$ cat config.mk
export PLATFORM = sky130hd
export DESIGN_NAME = dmem_arbiter_flat
export DESIGN_NICKNAME = d
export VERILOG_FILES = /design/src/rtl/dmem_arbiter_if.sv /design/src/rtl/dmem_arbiter.sv /design/src/flat_wrapper.sv
export SDC_FILE = /design/constraint.sdc
export NUM_CORES = 1
export LEC_CHECK = 0
export CORE_AREA = 2 2 230 232
export CTS_BUF_LIST = sky130_fd_sc_hd__clkbuf_4 sky130_fd_sc_hd__clkbuf_8
export DETAILED_ROUTE_END_ITERATION = 6
export DIE_AREA = 0 0 232 234
export PLACE_DENSITY = 0.55
export SLEW_MARGIN = 20
export SYNTH_ARGS = -nofsm -noshare
export SYNTH_HDL_FRONTEND = slang
export SYNTH_SLANG_ARGS = --single-unit
$ cat constraint.sdc
create_clock -name clk -period 2.8 [get_ports clk]
set_input_delay 0.56 -clock clk [delete_from_list [all_inputs] [get_ports clk]]
set_output_delay 0.56 -clock clk [all_outputs]
set_load 0.005 [all_outputs]
$ cat src/rtl/dmem_arbiter_if.sv
// ----------------------------------------------------------------------------
// dmem_arbiter_if
// Bundles every bus signal around the data-memory arbiter:
//   - port 0 / port 1 request side: req, we, addr, wdata in; ack, rdata, err out
//   - memory side: mem_addr, mem_we, mem_wdata out; mem_rdata, mem_error in
//   - busy status out
// Modports:
//   slave  : the arbiter itself
//   master : whoever surrounds it (pipeline stages, memory, bench)
// ----------------------------------------------------------------------------
interface dmem_arbiter_if;
    logic        p0_req;
    logic        p0_we;
    logic [63:0] p0_addr;
    logic [63:0] p0_wdata;
    logic        p0_ack;
    logic [63:0] p0_rdata;
    logic        p0_err;

    logic        p1_req;
    logic        p1_we;
    logic [63:0] p1_addr;
    logic [63:0] p1_wdata;
    logic        p1_ack;
    logic [63:0] p1_rdata;
    logic        p1_err;

    logic [63:0] mem_addr;
    logic        mem_we;
    logic [63:0] mem_wdata;
    logic [63:0] mem_rdata;
    logic        mem_error;

    logic        busy;

    modport slave (
        input  p0_req, p0_we, p0_addr, p0_wdata,
        output p0_ack, p0_rdata, p0_err,
        input  p1_req, p1_we, p1_addr, p1_wdata,
        output p1_ack, p1_rdata, p1_err,
        output mem_addr, mem_we, mem_wdata,
        input  mem_rdata, mem_error,
        output busy
    );

    modport master (
        output p0_req, p0_we, p0_addr, p0_wdata,
        input  p0_ack, p0_rdata, p0_err,
        output p1_req, p1_we, p1_addr, p1_wdata,
        input  p1_ack, p1_rdata, p1_err,
        input  mem_addr, mem_we, mem_wdata,
        output mem_rdata, mem_error,
        input  busy
    );
endinterface

$ cat src/rtl/dmem_arbiter.sv
// ----------------------------------------------------------------------------
// dmem_arbiter
// Two-port arbiter/sequencer in front of the single-ported 64-bit data memory.
// Each access runs IDLE -> ACCESS -> DONE: the winner's request is latched in
// IDLE, the memory is driven for exactly one ACCESS cycle, and the captured
// read data / error are returned with a one-cycle ack in DONE.
//
// Ports:
//   clk    in  system clock, all state on posedge
//   rst_n  in  synchronous active-low reset
//   bus    dmem_arbiter_if.slave (p0_*/p1_* request ports, mem_* memory
//          side, busy = high in ACCESS and DONE)
// Parameters:
//   ADDR_LIMIT   first illegal byte address (rejected with err, never written)
//   STARVE_LIMIT consecutive port-0 losses after which port 0 is forced to win
// Build option:
//   DMEM_ARB_RR_EN  defined   -> round-robin on simultaneous requests
//                   undefined -> port 1 priority with port-0 starvation guard
// ----------------------------------------------------------------------------
module dmem_arbiter #(
    parameter int unsigned ADDR_LIMIT   = 1024,
    parameter int unsigned STARVE_LIMIT = 4
) (
    input  logic          clk,
    input  logic          rst_n,
    dmem_arbiter_if.slave bus
);
    localparam logic [63:0] ADDR_LIMIT_W = 64'(ADDR_LIMIT);

    typedef enum logic [1:0] {
        ST_IDLE   = 2'd0,
        ST_ACCESS = 2'd1,
        ST_DONE   = 2'd2
    } state_t;

    state_t      state_r;
    state_t      state_s;

    logic        grant_s;
    logic        win_s;
    logic        win_we_s;
    logic [63:0] win_addr_s;
    logic [63:0] win_wdata_s;
    logic        win_in_range_s;
    logic        lat_in_range_s;

    logic        id_r;
    logic [63:0] addr_r;
    logic [63:0] wdata_r;
    logic        mem_we_r;
    logic        busy_r;
    logic        p0_ack_r;
    logic        p1_ack_r;
    logic [63:0] p0_rdata_r;
    logic [63:0] p1_rdata_r;
    logic        p0_err_r;
    logic        p1_err_r;

`ifdef DMEM_ARB_RR_EN
    logic        last_grant_r;
`else
    localparam int unsigned STARVE_W = $clog2(STARVE_LIMIT + 1);
    localparam logic [STARVE_W-1:0] STARVE_MAX = STARVE_W'(STARVE_LIMIT);
    logic [STARVE_W-1:0] starve_cnt_r;
`endif

    assign lat_in_range_s = (addr_r < ADDR_LIMIT_W);

    // Winner selection and mux of the winning port's request fields.
    always_comb begin
        grant_s        = 1'b0;
        win_s          = 1'b0;
        win_we_s       = 1'b0;
        win_addr_s     = 64'd0;
        win_wdata_s    = 64'd0;
        win_in_range_s = 1'b0;

        if (state_r == ST_IDLE) begin
            grant_s = bus.p0_req | bus.p1_req;
        end else begin
            grant_s = 1'b0;
        end

        if (bus.p0_req && bus.p1_req) begin
`ifdef DMEM_ARB_RR_EN
            // the port that did not win last time goes first
            win_s = ~last_grant_r;
`else
            // port 1 has priority unless port 0 has lost too often in a row
            win_s = (starve_cnt_r == STARVE_MAX) ? 1'b0 : 1'b1;
`endif
        end else begin
            win_s = bus.p1_req;
        end

        if (win_s) begin
            win_we_s    = bus.p1_we;
            win_addr_s  = bus.p1_addr;
            win_wdata_s = bus.p1_wdata;
        end else begin
            win_we_s    = bus.p0_we;
            win_addr_s  = bus.p0_addr;
            win_wdata_s = bus.p0_wdata;
        end

        win_in_range_s = (win_addr_s < ADDR_LIMIT_W);
    end

    // Next-state logic of the IDLE/ACCESS/DONE sequencer.
    always_comb begin
        state_s = state_r;
        case (state_r)
            ST_IDLE: begin
                if (grant_s) begin
                    state_s = ST_ACCESS;
                end else begin
                    state_s = ST_IDLE;
                end
            end
            ST_ACCESS: state_s = ST_DONE;
            ST_DONE:   state_s = ST_IDLE;
            default:   state_s = ST_IDLE;
        endcase
    end

    // Sequencer state register.
    always_ff @(posedge clk) begin
        if (!rst_n) begin
            state_r <= ST_IDLE;
        end else begin
            state_r <= state_s;
        end
    end

    // Latch the granted request, drive memory for one cycle, capture the result.
    always_ff @(posedge clk) begin
        if (!rst_n) begin
            id_r       <= 1'b0;
            addr_r     <= 64'd0;
            wdata_r    <= 64'd0;
            mem_we_r   <= 1'b0;
            busy_r     <= 1'b0;
            p0_ack_r   <= 1'b0;
            p1_ack_r   <= 1'b0;
            p0_rdata_r <= 64'd0;
            p1_rdata_r <= 64'd0;
            p0_err_r   <= 1'b0;
            p1_err_r   <= 1'b0;
        end else begin
            // grant_s is only ever high in IDLE, so mem_we_r lives for
            // exactly the ACCESS cycle; addr/wdata hold between accesses
            if (grant_s) begin
                id_r     <= win_s;
                addr_r   <= win_addr_s;
                wdata_r  <= win_wdata_s;
                mem_we_r <= win_we_s & win_in_range_s;
            end else begin
                mem_we_r <= 1'b0;
            end

            busy_r <= (state_s != ST_IDLE);

            // result registers are non-zero only during DONE, for the winner
            if (state_r == ST_ACCESS) begin
                p0_ack_r   <= ~id_r;
                p1_ack_r   <= id_r;
                p0_rdata_r <= id_r ? 64'd0 : bus.mem_rdata;
                p1_rdata_r <= id_r ? bus.mem_rdata : 64'd0;
                p0_err_r   <= ~id_r & (bus.mem_error | ~lat_in_range_s);
                p1_err_r   <= id_r & (bus.mem_error | ~lat_in_range_s);
            end else begin
                p0_ack_r   <= 1'b0;
                p1_ack_r   <= 1'b0;
                p0_rdata_r <= 64'd0;
                p1_rdata_r <= 64'd0;
                p0_err_r   <= 1'b0;
                p1_err_r   <= 1'b0;
            end
        end
    end

`ifdef DMEM_ARB_RR_EN
    // Remember who won the most recent grant.
    always_ff @(posedge clk) begin
        if (!rst_n) begin
            last_grant_r <= 1'b1;
        end else if (grant_s) begin
            last_grant_r <= win_s;
        end else begin
            last_grant_r <= last_grant_r;
        end
    end
`else
    // Count consecutive port-0 losses, saturating; any port-0 grant clears it.
    always_ff @(posedge clk) begin
        if (!rst_n) begin
            starve_cnt_r <= {STARVE_W{1'b0}};
        end else if (grant_s && !win_s) begin
            starve_cnt_r <= {STARVE_W{1'b0}};
        end else if (grant_s && bus.p0_req && (starve_cnt_r != STARVE_MAX)) begin
            starve_cnt_r <= starve_cnt_r + STARVE_W'(1);
        end else begin
            starve_cnt_r <= starve_cnt_r;
        end
    end
`endif

    // mem_we is also gated by rst_n so a reset cycle can never write memory
    assign bus.mem_we    = mem_we_r & rst_n;
    assign bus.mem_addr  = addr_r;
    assign bus.mem_wdata = wdata_r;
    assign bus.busy      = busy_r;
    assign bus.p0_ack    = p0_ack_r;
    assign bus.p1_ack    = p1_ack_r;
    assign bus.p0_rdata  = p0_rdata_r;
    assign bus.p1_rdata  = p1_rdata_r;
    assign bus.p0_err    = p0_err_r;
    assign bus.p1_err    = p1_err_r;

endmodule

$ cat src/flat_wrapper.sv
// flat-port wrapper written by rule: the top's interface ports become plain ports
module dmem_arbiter_flat 
#(
    parameter int unsigned ADDR_LIMIT   = 1024,
    parameter int unsigned STARVE_LIMIT = 4
)
  (clk, rst_n, bus_p0_req, bus_p0_we, bus_p0_addr, bus_p0_wdata, bus_p0_ack, bus_p0_rdata, bus_p0_err, bus_p1_req, bus_p1_we, bus_p1_addr, bus_p1_wdata, bus_p1_ack, bus_p1_rdata, bus_p1_err, bus_mem_addr, bus_mem_we, bus_mem_wdata, bus_mem_rdata, bus_mem_error, bus_busy);
  dmem_arbiter_if bus_i ();
  input  logic clk;
  input  logic rst_n;
  input wire logic [$bits(bus_i.p0_req)-1:0] bus_p0_req;
  input wire logic [$bits(bus_i.p0_we)-1:0] bus_p0_we;
  input wire logic [$bits(bus_i.p0_addr)-1:0] bus_p0_addr;
  input wire logic [$bits(bus_i.p0_wdata)-1:0] bus_p0_wdata;
  output wire logic [$bits(bus_i.p0_ack)-1:0] bus_p0_ack;
  output wire logic [$bits(bus_i.p0_rdata)-1:0] bus_p0_rdata;
  output wire logic [$bits(bus_i.p0_err)-1:0] bus_p0_err;
  input wire logic [$bits(bus_i.p1_req)-1:0] bus_p1_req;
  input wire logic [$bits(bus_i.p1_we)-1:0] bus_p1_we;
  input wire logic [$bits(bus_i.p1_addr)-1:0] bus_p1_addr;
  input wire logic [$bits(bus_i.p1_wdata)-1:0] bus_p1_wdata;
  output wire logic [$bits(bus_i.p1_ack)-1:0] bus_p1_ack;
  output wire logic [$bits(bus_i.p1_rdata)-1:0] bus_p1_rdata;
  output wire logic [$bits(bus_i.p1_err)-1:0] bus_p1_err;
  output wire logic [$bits(bus_i.mem_addr)-1:0] bus_mem_addr;
  output wire logic [$bits(bus_i.mem_we)-1:0] bus_mem_we;
  output wire logic [$bits(bus_i.mem_wdata)-1:0] bus_mem_wdata;
  input wire logic [$bits(bus_i.mem_rdata)-1:0] bus_mem_rdata;
  input wire logic [$bits(bus_i.mem_error)-1:0] bus_mem_error;
  output wire logic [$bits(bus_i.busy)-1:0] bus_busy;
  assign bus_i.p0_req = bus_p0_req;
  assign bus_i.p0_we = bus_p0_we;
  assign bus_i.p0_addr = bus_p0_addr;
  assign bus_i.p0_wdata = bus_p0_wdata;
  assign bus_p0_ack = bus_i.p0_ack;
  assign bus_p0_rdata = bus_i.p0_rdata;
  assign bus_p0_err = bus_i.p0_err;
  assign bus_i.p1_req = bus_p1_req;
  assign bus_i.p1_we = bus_p1_we;
  assign bus_i.p1_addr = bus_p1_addr;
  assign bus_i.p1_wdata = bus_p1_wdata;
  assign bus_p1_ack = bus_i.p1_ack;
  assign bus_p1_rdata = bus_i.p1_rdata;
  assign bus_p1_err = bus_i.p1_err;
  assign bus_mem_addr = bus_i.mem_addr;
  assign bus_mem_we = bus_i.mem_we;
  assign bus_mem_wdata = bus_i.mem_wdata;
  assign bus_i.mem_rdata = bus_mem_rdata;
  assign bus_i.mem_error = bus_mem_error;
  assign bus_busy = bus_i.busy;
  dmem_arbiter #(.ADDR_LIMIT(ADDR_LIMIT), .STARVE_LIMIT(STARVE_LIMIT)) u_core (.clk(clk), .rst_n(rst_n), .bus(bus_i));
endmodule
======== Word-level counts from Yosys, hierarchy flattened ========
Cells that the tools add are included.
storage, ports and cells
  bits in registers ....................... 268
  output and inout bits ................... 262
  bits of input ports ..................... 327
cells by class
  eq/ne operators ......................... 3
  $add $sub $neg .......................... 1
  bitwise gates (word level) .............. 10
  muxes and demuxes ....................... 8
  magnitude comparators ................... 2
  reduce and logical (&&, ||, !) cells .... 12
operators with widths
  cell                                                                            count
  64-bit by 11-bit less-than comparator with 1-bit output, second input constant  2
  64-bit 2-to-1 mux                                                               2
  1-bit 2-to-1 mux                                                                5
  1-bit AND                                                                       4
  1-bit logical AND                                                               4
  1-bit inverter                                                                  4
  2-bit one-hot mux with 2 select lines                                           1
  2-bit AND reduction                                                             2
  3-bit by 1-bit adder with 3-bit output, second input constant                   1
  3-bit == test, second input constant                                            1
  3-bit != test, second input constant                                            1
  3-bit AND reduction                                                             1
  3-bit OR reduction                                                              1
  2-bit by 1-bit == test with 1-bit output, second input constant                 1
  2-bit logical NOT                                                               1
  1-bit bitwise OR                                                                2
  2-bit nonzero test                                                              1
  2-bit OR reduction                                                              1
  1-bit logical NOT                                                               1

======== Logic depth before layout (Yosys ltp) ========
  word-level depth ........................ 6
  mapped depth ............................ 9
  mapped depth without buffers ............ 6

======== Worst setup path before layout ========
Ideal clock, no wire load.
  path kind ............................... input-to-reg
  from .................................... input bus_p0_addr[52]
  to ...................................... register u_core.mem_we_r
  arrival ................................. 1739 ps
  setup time .............................. 100 ps
  cell stages on the path ................. 4
  path slack .............................. 961 ps
  path through ............................ or4_1 a211oi_1 o2bb2a_2 a2111oi_4
between the ends
  longest elaborated chain between the ends .. 3
ends and longest elaborated chain
  item                                                     line                 RTL
  start, declared                                          flat_wrapper.sv:13   input wire logic [$bits(bus_i.p0_addr)-1:0] bus_p0_addr;
  64-bit 2-to-1 mux                                        dmem_arbiter.sv:96   if (win_s) begin
  64-bit by 11-bit less-than comparator with 1-bit output  dmem_arbiter.sv:106  win_in_range_s = (win_addr_s < ADDR_LIMIT_W);
  1-bit AND                                                dmem_arbiter.sv:156  mem_we_r <= win_we_s & win_in_range_s;
  end signal, assigned                                     dmem_arbiter.sv:156
  end, declared                                            dmem_arbiter.sv:50   logic mem_we_r;
No other way between the ends.
A chain may end at the register's enable or synchronous reset.

======== Final worst setup path ========
  from .................................... input rst_n
  to ...................................... output bus_mem_we
between the ends
  longest elaborated chain between the ends .. 1
ends and longest elaborated chain
  item             line                 RTL
  start, declared  flat_wrapper.sv:10   input logic rst_n;
  1-bit AND        dmem_arbiter.sv:209  assign bus.mem_we = mem_we_r & rst_n;
  end, declared    flat_wrapper.sv:26   output wire logic [$bits(bus_i.mem_we)-1:0] bus_mem_we;
No other way between the ends.

==> summary.txt <==
Global route
  – Largest net degree at the start of global routing: 71
  – First-pass GRT wire length: 65100 microns
  – Total track usage: 16.0%
  – Initial antenna violation count: 3
  – Global route overflow: 0
  – Vias in the first global route: 10500

Routing
  – DR iter-0 viols: 482
  – Via/cell ratio: 4.35
  – TritonRoute pass-1 iters: 5
  – Final WL: 45700 microns
  – Routed Antenna Nets: 0
  – WL/cell: 19.0 microns
  – DRC: 0
  – Via count: 10500

Final layout
  – Layout area overhead: 81.0%
  – Final core occ: 33.9%
  – Fillers: 5427
  – Share of layout cells above drive strength 1: 7.93%
  – Fin nets: 2011
  – Multi-input gate area: 3980 sq um
  – Register area: 5370 sq um

Yosys
  – Xor-xnor portion of the synthesized cell area: 0.180%
  – Unique masters post-synth: 32
  – Cell with the most instances after synthesis: dfxtp_1
  – Fraction of registers with async set/reset: 0%
  – Largest family of logic cells by synthesized area: simple AND/OR/NAND/NOR gates
  – Mapped Nets: 1425
  – Adder-Cell Fraction of Synth Area: 0.257%
  – Post-Syn Area per Cell: 8.88 sq um
  – Post-synthesis compound-gate area fraction: 12.1%
  – Top cells by count, synth: 268 x dfxtp_1, 262 x nand2_1, 136 x nor2_1
  – Area share of the largest cell type after synthesis: 55.1%
  – Post-synth top area cell: dfxtp_1
  – Simple-gate share of the synthesized area: 27.7%
  – Mux contribution to synthesized area: 0.321%
  – Mapped Cells: 1096
  – Register area share after synthesis: 55.1%
  – Synthesized area: 9740 sq um
  – EDFF count, synth: 0
  – Flops & latches, synth: 268
  – Post-synth top flop: dfxtp_1
  – Yosys warnings: 0
  – Synth top area cells: dfxtp_1 55%, a311oi_1 12%, nand2_1 10%

Run
  – Total of max-cap violations: 0

Die
  – I/O Pins: 589
  – Initial Utilization: 18.7%
  – DIE HEIGHT: 234 microns
  – Total die area: 54300 sq um
  – Core Area: 52000 sq um
  – # rows: 84
  – Chip width: 232 microns

Hold path
  – Hold Crit Class: register to register
  – Hold Path Stages: 2
  – Worst Hold Path EP: u_core.bus.mem_addr[8]$_SDFFE_PN0P_
  – Hold Path Origin: u_core.bus.mem_addr[8]$_SDFFE_PN0P_

Timing
  – Tcrit/Tclk final: 86.4%
  – Setup violations, final: 0
  – RSZ-0062 raised after global routing: no
  – Worst slew margin: 64.1%
  – Max-slew violations: 0
  – Slew @ Worst Pin: 533 ps
  – Minimum clock period after layout: 2420 ps
  – Skew final: 18.0 ps
  – Final hold viol count: 0
  – Setup ws final: 382 ps
  – Highest clock rate: 414 MHz

Status
  – Status: complete, no violations

Clock network
  – CTS Buffer Depth: 3
  – Setup bufs post-CTS: 0
  – H-tree Lvls: 2
  – Num CTS Buffers: 47
  – Cts-stage hold buffer count: 0
  – Root Driver: clkbuf_8
  – Post-cts sizing count: 0
  – Reg clk slew, reported paths: 60 ps
  – CTS sink cnt: 268
  – Latest clock arrival within the worst-skew pair: 600 ps
  – CTS tree: done

Worst setup path
  – Crit path DAT: 1860 ps
  – Worst R2R End: u_core.mem_we_r$_SDFF_PN0_
  – Register-to-Register Path Depth: 7
  – Worst setup SP type: input pin
  – CP Class: input pin to output port
  – Worst R2R Setup Slack: 780 ps
  – Crit path max fanout: 4
  – Worst path required time: 2240 ps
  – Reg-to-Reg Start: u_core.starve_cnt_r[0]$_SDFFE_PP0P_
  – CP Capture Type: output port

Placement
  – DP Wirelength: 35800 microns
  – I/O Buffers: 588
  – Placer Congestion: 0.832
  – Pre-CTS setup slack: -50.2 ps

Power
  – Leakage power: 6.91 nW
  – PwrDens: 576 nW/um^2
  – Worst vdd ir: 0.288 mV
final cells by class:
type                    count  share of cell area (%)
multi-input cells         730                    22.6
well taps                 688                    4.88
flip-flops and latches    268                    30.4
diodes                      1                  0.0142
repair buffers            630                    36.2
inverters                   5                   0.121
clock buffers              67                    4.74
clock inverters            15                   0.973
metal layers:
metal  vias up  track usage (%)  wire length (microns)  share of wire [%]
met2       510             27.8                  21900                 48
met4         4             7.05                   1800                3.9
met3        88             5.84                   4550                 10
met1      4877             17.6                  17500                 38
li1       4987                -                      -                  -
met5         -                0                     25              0.055
where the power goes:
group,switching (mW),total (mW),internal [mW]
registers,0.180,4.26,4.08
clock network,1.70,3.91,2.21
logic,0.833,1.98,1.15
total,2.71,10.1,7.44
worst max-delay path, cell delays in order:
cell and delay [ps]:
clkdlybuf4s50_1 600, and2_1 190, clkdlybuf4s50_1 500
worst max-delay path by stage:
stage	from	slack [ps]	depth (start not counted)	end
finish	rst_n	380	3	bus_mem_we
global placement	bus_p0_addr[52]	-60	5	u_core.mem_we_r$_SDFF_PN0_
global route	rst_n	320	3	bus_mem_we
detailed placement	bus_p0_addr[52]	-50	5	u_core.mem_we_r$_SDFF_PN0_
CTS	rst_n	370	3	bus_mem_we
floorplan	bus_p0_addr[52]	960	4	u_core.mem_we_r$_SDFF_PN0_
per-stage QoR:
step	std cells	setup TNS, ps	total power, mW	hold slack [ps]	cell area, sq um
after CTS	2403	0	10.3	456	17600
after floorplan	1096	0	4.93	490	9740
after global placement	2321	-58.8	6.32	483	16600
after global routing	2404	0	10.6	479	17600
final	2404	0	10.1	494	17600
after detailed placement	2321	-50.2	6.33	491	16600
kinds of logic (layout without fill, tap and decap cells):
group / after synthesis / in the layout
other: 0 / 1
flip-flops: 268 / 268
adder cells (fa/ha/maj): 2 / 2
multiplexers: 3 / 3
AO/OA/AOI/OAI: 133 / 133
buffers and inverters: 98 / 717
XOR/XNOR: 2 / 2
AND/OR/NAND/NOR: 590 / 590
cells in the final DEF, fill, tap and decap left out, types with 3 or more instances in the layout:
master,synthesis,final
clkdlybuf4s50_1,0,588
dfxtp_1,268,267
nand2_1,262,261
nor2_1,136,135
a311oi_1,128,128
and2_1,67,66
and3_1,66,66
clkbuf_8,0,53
nor4_1,34,34
buf_4,1,27
buf_12,0,15
clkbuf_4,0,14
nand4_1,10,10
clkinv_2,0,7
nor3_1,6,6
inv_1,3,3
bufinv_16,0,3
sequential cells by signal, indices dropped and copies added (netlist names):
signal and cells:
u_core.bus.p0_rdata 64, u_core.bus.p1_err 1, u_core.bus.busy 1, u_core.state_r 2, u_core.bus.p1_rdata 64, u_core.starve_cnt_r 3
u_core.bus.p0_err 1, u_core.bus.mem_addr 64, u_core.bus.p0_ack 1, u_core.bus.p1_ack 1, u_core.bus.mem_wdata 64, u_core.mem_we_r 1
u_core.id_r 1
Note: power is estimated with default switching activity, not from simulation.
